--- config.mk ---
export PLATFORM = sky130hd
export DESIGN_NAME = online_fir_filter
export DESIGN_NICKNAME = d
export VERILOG_FILES = /design/src/rtl/online_fir_pkg.sv /design/src/rtl/online_fir_filter_tap.sv /design/src/rtl/online_fir_filter.sv
export SDC_FILE = /design/constraint.sdc
export NUM_CORES = 1
export LEC_CHECK = 0
export BUFFER_PORTS_ARGS = -buffer_cell sky130_fd_sc_hd__buf_2
export CAP_MARGIN = 10
export CORE_MARGIN = 5
export CORE_UTILIZATION = 51
export DETAILED_ROUTE_END_ITERATION = 10
export MAX_ROUTING_LAYER = met4
export PLACE_DENSITY_LB_ADDON = 0.12
export SLEW_MARGIN = 20
export SYNTH_ARGS = -nofsm -noshare
export SYNTH_HDL_FRONTEND = slang
export SYNTH_SLANG_ARGS = --single-unit
--- constraint.sdc ---
create_clock -name clk -period 6.59 [get_ports clk]
set_input_delay 0.659 -clock clk [delete_from_list [all_inputs] [get_ports clk]]
set_output_delay 0.659 -clock clk [all_outputs]
set_load 0.03 [all_outputs]
--- src/rtl/online_fir_pkg.sv ---
// Shared widths and default coefficient set for the streaming FIR filter.
package online_fir_pkg;

    localparam int unsigned FIR_DATA_WIDTH = 16;
    localparam int unsigned FIR_COEF_WIDTH = 16;
    localparam int unsigned FIR_NUM_TAPS   = 8;
    localparam int unsigned FIR_OUT_WIDTH  = 40;

    typedef logic signed [FIR_COEF_WIDTH-1:0] fir_coef_t;

    // Symmetric low-pass kernel, DC gain 44; entry i multiplies x[n-i].
    localparam fir_coef_t FIR_COEFS [FIR_NUM_TAPS] = '{
        16'sd1, 16'sd3, 16'sd7, 16'sd11, 16'sd11, 16'sd7, 16'sd3, 16'sd1
    };

endpackage

--- src/rtl/online_fir_filter_tap.sv ---
// One filter tap: a delay-line register (S1) feeding a registered multiplier (S2).
module fir_tap
    import online_fir_pkg::*;
#(
    parameter int unsigned DATA_WIDTH = FIR_DATA_WIDTH,
    parameter int unsigned COEF_WIDTH = FIR_COEF_WIDTH,
    parameter logic signed [COEF_WIDTH-1:0] COEF = '0
) (
    input  logic                                     clk,
    input  logic                                     nrst,
    input  logic                                     enable,
    input  logic signed [DATA_WIDTH-1:0]             x_i,
    output logic signed [DATA_WIDTH-1:0]             x_o,
    output logic signed [DATA_WIDTH+COEF_WIDTH-1:0]  prod_o
);

    localparam int unsigned ProdWidth = DATA_WIDTH + COEF_WIDTH;

    logic signed [DATA_WIDTH-1:0] x_q;
    logic signed [ProdWidth-1:0]  prod_d;
    logic signed [ProdWidth-1:0]  prod_q;

    // Full-precision signed product; operands are sign-extended before the multiply.
    assign prod_d = ProdWidth'(x_q) * ProdWidth'(COEF);

    // Delay register: shifts in the upstream sample on every enabled edge.
    always_ff @(posedge clk or negedge nrst) begin
        if (!nrst) begin
            x_q <= '0;
        end else if (enable) begin
            x_q <= x_i;
        end
    end

    // Product register: multiplies the sample held in this tap's delay register.
    always_ff @(posedge clk or negedge nrst) begin
        if (!nrst) begin
            prod_q <= '0;
        end else if (enable) begin
            prod_q <= prod_d;
        end
    end

    assign x_o    = x_q;
    assign prod_o = prod_q;

endmodule

--- src/rtl/online_fir_filter.sv ---
// Streaming fixed-coefficient FIR: tap chain (delay + multiply) and a registered adder tree.
// Latency is three enabled edges from sample capture to result on data_out.
module online_fir_filter
    import online_fir_pkg::*;
#(
    parameter int unsigned DATA_WIDTH = FIR_DATA_WIDTH,
    parameter int unsigned COEF_WIDTH = FIR_COEF_WIDTH,
    parameter int unsigned NUM_TAPS   = FIR_NUM_TAPS,
    parameter int unsigned OUT_WIDTH  = FIR_OUT_WIDTH
) (
    input  logic                         clk,
    input  logic                         nrst,
    input  logic                         enable,
    input  logic signed [DATA_WIDTH-1:0] din_x,
    output logic signed [OUT_WIDTH-1:0]  data_out
);

    localparam int unsigned ProdWidth = DATA_WIDTH + COEF_WIDTH;

    // x_chain[i] holds x[n-i]; prod[i] holds c[i]*x[n-1-i] one enabled edge later.
    logic signed [DATA_WIDTH-1:0] x_chain [NUM_TAPS];
    logic signed [ProdWidth-1:0]  prod    [NUM_TAPS];

    logic signed [OUT_WIDTH-1:0]  sum_d;
    logic signed [OUT_WIDTH-1:0]  data_out_q;

    for (genvar i = 0; i < NUM_TAPS; i++) begin : g_tap
        if (i == 0) begin : g_head
            fir_tap #(
                .DATA_WIDTH (DATA_WIDTH),
                .COEF_WIDTH (COEF_WIDTH),
                .COEF       (FIR_COEFS[i])
            ) u_tap (
                .clk    (clk),
                .nrst   (nrst),
                .enable (enable),
                .x_i    (din_x),
                .x_o    (x_chain[i]),
                .prod_o (prod[i])
            );
        end else begin : g_body
            fir_tap #(
                .DATA_WIDTH (DATA_WIDTH),
                .COEF_WIDTH (COEF_WIDTH),
                .COEF       (FIR_COEFS[i])
            ) u_tap (
                .clk    (clk),
                .nrst   (nrst),
                .enable (enable),
                .x_i    (x_chain[i-1]),
                .x_o    (x_chain[i]),
                .prod_o (prod[i])
            );
        end
    end

    // Adder tree: sign-extend every product to the output width and sum them.
    always_comb begin
        sum_d = '0;
        for (int unsigned i = 0; i < NUM_TAPS; i++) begin
            sum_d = sum_d + OUT_WIDTH'(prod[i]);
        end
    end

    // Output register: captures the tree sum on enabled edges, holds otherwise.
    always_ff @(posedge clk or negedge nrst) begin
        if (!nrst) begin
            data_out_q <= '0;
        end else if (enable) begin
            data_out_q <= sum_d;
        end
    end

    assign data_out = data_out_q;

endmodule

### Word-level counts from Yosys, hierarchy flattened

Index checks and enable logic that the tools add are counted.

* register bits: 320
* latch bits: 0
* bits in writable memories: 0
* ROM bits: 0
* input port bits: 19
* output and inout bits: 40
* logic and storage cells: 30
* memories: 0

* $add $sub $neg: 7
* multiply operators: 6
* divide/modulo/power cells: 0
* magnitude comparators: 0
* eq/ne operators: 0
* shift-type cells: 0
* muxes and demuxes: 0
* bitwise operators: 0
* reductions and logical operators: 0

Operators by type and width (count)
* $mul 16x5->21 const B: 2
* $mul 16x4->20 const B: 2
* $mul 16x3->19 const B: 2
* $add 25x16->26: 1
* $add 24x19->25: 1
* $add 23x20->24: 1
* $add 22x21->23: 1
* $add 21x21->22: 1
* $add 20x20->21: 1
* $add 16x19->20: 1

### Longest topological paths before layout

Gate-level depths: netlist (run 1).

* depth after elaboration: 7
* mapped depth: 17
* depth with buffers taken out: 17

### Cells and area by module

From an unflattened synthesis (run 1), not the netlist that was laid out.

* cell total of the unflattened synthesis: 2849
* area, all modules: 28416.0 sq um

By module, submodules not included
* online_fir_filter: instances 1, cells an instance 921, area an instance 8612.0 sq um, sequential area each 975.9 sq um
* fir_tap (g_tap[3].g_body.u_tap ...): instances 2, cells an instance 332, area an instance 3084.2 sq um, sequential area each 925.9 sq um
* fir_tap (g_tap[2].g_body.u_tap ...): instances 2, cells an instance 327, area an instance 2935.3 sq um, sequential area each 900.9 sq um
* fir_tap (g_tap[1].g_body.u_tap ...): instances 2, cells an instance 221, area an instance 2417.3 sq um, sequential area each 875.8 sq um
* fir_tap (g_tap[0].g_head.u_tap ...): instances 2, cells an instance 84, area an instance 1465.2 sq um, sequential area each 800.8 sq um

### Least setup slack after synthesis (run 1)

No wires, ideal clock.

* path kind: register -> register
* start point: reg g_tap[1].g_body.u_tap.x_o[2] (netlist name)
* end point: reg data_out_q[14], in the netlist data_out[14]
* setup time: 124 ps
* arrival time: 4552 ps
* slack: 1914 ps
* stages on the path, launching flop included: 18
* period minus slack after synthesis: 4676 ps
* cells stage by stage: dfrtp_1 > inv_1 > fa_1 > inv_1 > fa_1 > fa_1 > inv_1 > fa_1 > inv_1 > ha_1 > fa_1 > a211oi_1 > o21bai_1 > a21o_1 > a21oi_1 > o21ai_0 > mux2i_1 > a211o_1

RTL lines
* end signal, assigned: RTL line online_fir_filter.sv:70 `data_out_q <= sum_d;`
* end, declared: RTL line online_fir_filter.sv:25 `logic signed [OUT_WIDTH-1:0] data_out_q;`

==> results of run 1 <==
[worst max-delay path by stage]
stage                                                        start                       end  cells past startpoint
after floorplan           g_tap[1].g_body.u_tap.x_o[2]$_DFFE_PN0P_  data_out[14]$_DFFE_PN0P_                     17
after CTS                 g_tap[1].g_body.u_tap.x_o[3]$_DFFE_PN0P_  data_out[23]$_DFFE_PN0P_                     16
after detailed placement  g_tap[1].g_body.u_tap.x_o[3]$_DFFE_PN0P_  data_out[23]$_DFFE_PN0P_                     16
after global routing      g_tap[1].g_body.u_tap.x_o[3]$_DFFE_PN0P_  data_out[23]$_DFFE_PN0P_                     16
after global placement    g_tap[1].g_body.u_tap.x_o[3]$_DFFE_PN0P_  data_out[19]$_DFFE_PN0P_                     16
final                     g_tap[1].g_body.u_tap.x_o[3]$_DFFE_PN0P_  data_out[23]$_DFFE_PN0P_                     16
[cells in the final DEF (no fill, tap or decap), types with 37 or more instances in the layout]
| cell | instances |
|---|---|
| xnor2_1 | 64 |
| mux2_2 | 93 |
| nor2_1 | 64 |
| a21o_1 | 40 |
| ha_1 | 222 |
| inv_1 | 568 |
| dfrtp_1 | 284 |
| o21ai_0 | 180 |
| fa_1 | 182 |
| buf_2 | 56 |
| clkbuf_16 | 37 |
| nand2_1 | 180 |
| a21oi_1 | 108 |
[cell usage after synthesis, types with 16 or more instances]
cell	number	area, um^2
a211oi_1	16	120
a21o_1	40	300
a21oi_1	108	541
clkbuf_1	52	195
dfrtp_1	284	7110
fa_1	182	3640
ha_1	222	2780
inv_1	568	2130
mux2_2	93	1050
mux2i_1	24	240
nand2_1	180	676
nand2b_1	17	106
nand3_1	23	115
nor2_1	64	240
nor3_1	28	140
o21a_1	17	128
o21ai_0	180	901
xnor2_1	64	561
xor2_1	33	289
[layer usage]
layer | part of all wire (%) | global-route usage [%] | vias to the layer above
met4 | 2.0 | 5.33 | 0
met1 | 48 | 31.9 | 7952
met2 | 46 | 35.4 | 234
met5 | 0 | - | -
met3 | 4.2 | 2.82 | 67
li1 | - | - | 7793
[area by class of cell]
type	instances	area [um^2]
clock buffer	54	1060
clock inverter	8	90.1
fill	3981	19500
inverter	568	2130
multi-input combinational	1479	13300
sequential	284	7110
tap	592	741
timing repair buffer	65	375
[cell families after synthesis]
logic type	count (synthesis)	share of synthesized area, %
and+or+nand+nor	387	7.85
DFF	284	31.0
xor gates and xnor gates	97	3.71
AOI/OAI and AO/OA	473	12.8
buffers and inverters	642	10.8
muxes	118	5.69
adders and majority gates	404	28.0
[flip-flops by register name, summed over array words and instances (netlist names)]
name,cells
g_tap.g_head.u_tap.x_o,16
data_out,26
g_tap.g_body.u_tap.x_o,106
g_tap.g_body.u_tap.prod_o,136
[stage by stage]
step	setup slack [ns]	cell area (um^2)	hold slack, ns	std cells	utilization [%]
floorplan	1.91	22900	0.363	2405	-
global placement	1.41	23700	0.462	2988	53.4
detailed placement	1.32	23700	0.469	2988	53.4
CTS	1.23	24800	0.230	3050	56.0
global route	1.02	24800	0.285	3050	56.0
finish	1.23	24800	0.206	3050	56.0
==> flow_metrics.tcl, run 1 <==
set metrics [dict create \
    status "completed" \
    cts.path.max_buffers 3 \
    synth_cells 2405 \
    syn_area_per_cell_um2 9.52 \
    cts_tree "done" \
    cp-end-kind "register" \
    routedWlPerCell_um 17.3 \
    required_ns 7.03 \
    synthesis.area_um2 22900 \
    layout-drive-gt1-share_pct 9.48 \
    track_usage_pct 22.6 \
    vias 16046 \
    rsz0062_at_grt "no" \
    nNetsFinal 2857 \
    die_w_um 222 \
    period_needed_ns 5.36 \
    cp_slowest_cell "fa_1" \
    worst-path-buf-inv 4 \
    core_area_um2 44300 \
    grt_max_degree 145 \
    insertion_delay_ns 0.54 \
    antenna_found_initial 0 \
    worst_slew_pin_slew_ns 0.902 \
    clock_sinks 284 \
    synth_seq_area_share_pct 31.0 \
    grt_pass1_vias 16941 \
    placementRows 77 \
    r2r-start "g_tap[1].g_body.u_tap.x_o[3]$_DFFE_PN0P_" \
    wl_um 52800 \
    synthFlopType "dfrtp_1" \
    grt_pass1_wl_um 87900 \
    ant_nets 0 \
    reg2reg_slack_ns 1.23 \
    post_cts_buffers 0 \
    grt_overflow 0 \
    hold_viol_final 0 \
    yosysWarnings 0 \
    io_buffers 58 \
    numCtsBuffers 36 \
    die-area_um2 49200 \
    crit_family "adder cells" \
    crit_fanout 4 \
    firstDrtPassIters 5 \
    fmax_mhz 187 \
    start_util_pct 51.7 \
    ctsResizeCount 0 \
    cpPeakStageDelay_ns 0.56 \
    cts-root-buf "clkbuf_16" \
    synth_cell_type_count 77 \
    r2r_cells 16 \
    fin_tns_setup_ns 0 \
    n_antenna_cell 0 \
    syn_to_final_growth_pct 8.37 \
    crit_chain "inv_1, fa_1, inv_1, fa_1, fa_1, inv_1, fa_1, inv_1, ha_1, a211o_1, a211oi_1, nor3_1, nor3_1, a211oi_1, o21a_1, o31ai_1" \
    setup_viol 0 \
    worstPathArrival_ns 5.80 \
    min_path_type "in2async" \
    h-tree-depth 2 \
    holdBufCountCts 0 \
    async_flop_share_pct 100 \
    period_share_pct 81.4 \
    worstReg2RegEnd "data_out[23]$_DFFE_PN0P_" \
    drcViolationCount 0 \
    synth_seq_cells 284 \
    boundaryPins 59 \
    die_y_um 222 \
    clkTransAtPathRegs_ns 0.06 \
    synth_edf_count 0 \
    cp-start-kind "register" \
    syn_nets 2828 \
    maxCapViolCount 0 \
    maxSlewViolCount 0 \
    relSlewSlack_pct 39.8 \
    fin_skew_ns 0.0143 \
    crit_type "reg2reg" \
    viasPerCell 5.26 \
    routabilityCongestion 0.903 \
    hpwlAfterDp_um 40700 \
    drt_iter0_drc 988 \
]
Power of run 1 is left out: the tool's default activity adds up to more than one toggle a clock period on the data nets, which glitch-free logic cannot reach.
==> run 2, diff against run 1 <==
==> constraint.sdc (replaced) <==
create_clock -name clk -period 5 [get_ports clk]
set_input_delay 0.5 -clock clk [delete_from_list [all_inputs] [get_ports clk]]
set_output_delay 0.5 -clock clk [all_outputs]
set_load 0.03 [all_outputs]
==> flow_metrics.tcl, run 2 (synthesis gave the netlist of run 1 again) <==
set metrics [dict create \
    cts_tree "done" \
    crit_type "reg2reg" \
    boundaryPins 59 \
    relSlewSlack_pct 29.6 \
    firstDrtPassIters 5 \
    grt_pass1_wl_um 87700 \
    numCtsBuffers 36 \
    clock_sinks 284 \
    min_path_type "in2async" \
    layout-drive-gt1-share_pct 10.4 \
    worst_slew_pin_slew_ns 1.06 \
    clkTransAtPathRegs_ns 0.06 \
    fin_skew_ns 0.0174 \
    period_share_pct 95.4 \
    n_antenna_cell 0 \
    insertion_delay_ns 0.54 \
    nNetsFinal 2866 \
    stdcell_area_um2 25000 \
    vias 16072 \
    violations "negative hold slack" \
    cp-end-kind "register" \
    fmax_mhz 210 \
    layout_commonest_cell "inv_1" \
    crit_chain "inv_1, fa_1, inv_1, fa_1, fa_1, inv_1, fa_1, inv_1, ha_1, a211o_1, a21o_1, o22ai_4, o21ai_2, a311o_1, xor2_1, mux2_4" \
    num-fill-cells 3915 \
    worstPathArrival_ns 5.19 \
    cp_slowest_cell "fa_1" \
    drcViolationCount 0 \
    maxCapViolCount 0 \
    hold_ws_ns -0.0159 \
    h-tree-depth 2 \
    layout_common_cells "inv_1 (568), dfrtp_1 (284), ha_1 (219)" \
    placementRows 77 \
    ant_nets 0 \
    maxSlewViolCount 0 \
    required_ns 5.42 \
    grt_overflow 0 \
    largest_reg_flops 136 \
    wl_um 52700 \
    syn_to_final_growth_pct 9.41 \
    cts.path.max_buffers 3 \
    grt_max_degree 178 \
    period_needed_ns 4.77 \
    cp-start-kind "register" \
    track_usage_pct 22.6 \
    cpPeakStageDelay_ns 0.55 \
    viasPerCell 5.25 \
    grt_pass1_vias 16809 \
    die_y_um 222 \
    hold_viol_final 4 \
    routabilityCongestion 0.910 \
    core_area_um2 44300 \
    drt_iter0_drc 963 \
    antenna_found_initial 0 \
    io_buffers 58 \
    cts-root-buf "clkbuf_16" \
    hpwlAfterDp_um 40600 \
    crit_fanout 3 \
    die-area_um2 49200 \
    die_w_um 222 \
    start_util_pct 51.7 \
    routedWlPerCell_um 17.2 \
    status "finished, violations left" \
    setup_viol 0 \
    holdBufCountCts 0 \
    placed_cell_area_um2 23700 \
]
==> run 2: metrics by stage <==
| stage | worst slack (ns) | utilization (%) | hold slack [ns] | setup TNS, ns | instances |
|---|---|---|---|---|---|
| 4_1_cts | 0.0147 | 56.4 | 0.0155 | 0 | 3057 |
| 3_3_place_gp | 0.0681 | 53.5 | 0.462 | 0 | 2995 |
| 5_1_grt | -0.00166 | 56.5 | 0.0463 | -0.00166 | 3059 |
| 2_1_floorplan | 0.324 | - | 0.204 | 0 | 2405 |
| 3_5_place_dp | -0.0294 | 53.5 | 0.468 | -0.0294 | 2995 |
| 6_report | 0.229 | 56.5 | -0.0159 | 0 | 3059 |
==> run 2: critical path: cells and delay by family, from the launching register on <==
kind | cells | cell delay [ns]
AOI/OAI and AO/OA | 5 | 1.24
buffers and inverters | 4 | 0.25
xor gates and xnor gates | 1 | 0.15
DFF | 1 | 0.35
muxes | 1 | 0.26
adders and majority gates | 5 | 2.42
==> run 2: layout make-up <==
cell class / instances / area [um^2] / share of cell area [%]
Multi-Input combinational cell: 1479 / 13400 / 53.3
Timing Repair Buffer: 74 / 455 / 1.82
Clock buffer: 55 / 1110 / 4.45
Inverter: 568 / 2130 / 8.51
Sequential cell: 284 / 7110 / 28.4
Clock inverter: 7 / 138 / 0.549
Tap cell: 592 / 741 / 2.96
==> run 2: timing repair <==
| item | CTS | global route |
|---|---|---|
| setup endpoints to repair | 3 | 10 |
| setup buffers | 0 | 2 |
| pin swaps | 0 | 7 |
| endpoints found under the hold margin | 0 | 0 |
| resized for setup | 2 | 11 |
| cloned | 0 | 0 |
==> run 2: final timing paths <==
| check | from | endpoint | slack [ns] | cells past startpoint |
|---|---|---|---|---|
| setup / recovery | g_tap[1].g_body.u_tap.x_o[3]$_DFFE_PN0P_ | data_out[17]$_DFFE_PN0P_ | 0.23 | 16 |
| hold / removal | nrst | g_tap[5].g_body.u_tap.x_o[2]$_DFFE_PN0P_ | -0.02 | 1 |
| hold reg to reg | g_tap[0].g_head.u_tap.x_o[1]$_DFFE_PN0P_ | g_tap[1].g_body.u_tap.x_o[1]$_DFFE_PN0P_ | 0.48 | 2 |
| max in group asynchronous | nrst | g_tap[3].g_body.u_tap.x_o[14]$_DFFE_PN0P_ | 3.88 | 2 |
| setup reg to reg | g_tap[1].g_body.u_tap.x_o[3]$_DFFE_PN0P_ | data_out[17]$_DFFE_PN0P_ | 0.23 | 16 |
| min in group clk | din_x[1] | g_tap[0].g_head.u_tap.x_o[1]$_DFFE_PN0P_ | 0.20 | 2 |
==> run 2: routing by layer <==
metal / part of all wire (%) / global-route usage (%)
met1: 49 / 32.3
met2: 45 / 34.9
met3: 4.0 / 3.08
met4: 2.2 / 4.91
met5: 0 / -
Power of run 2 is left out for the same reason.
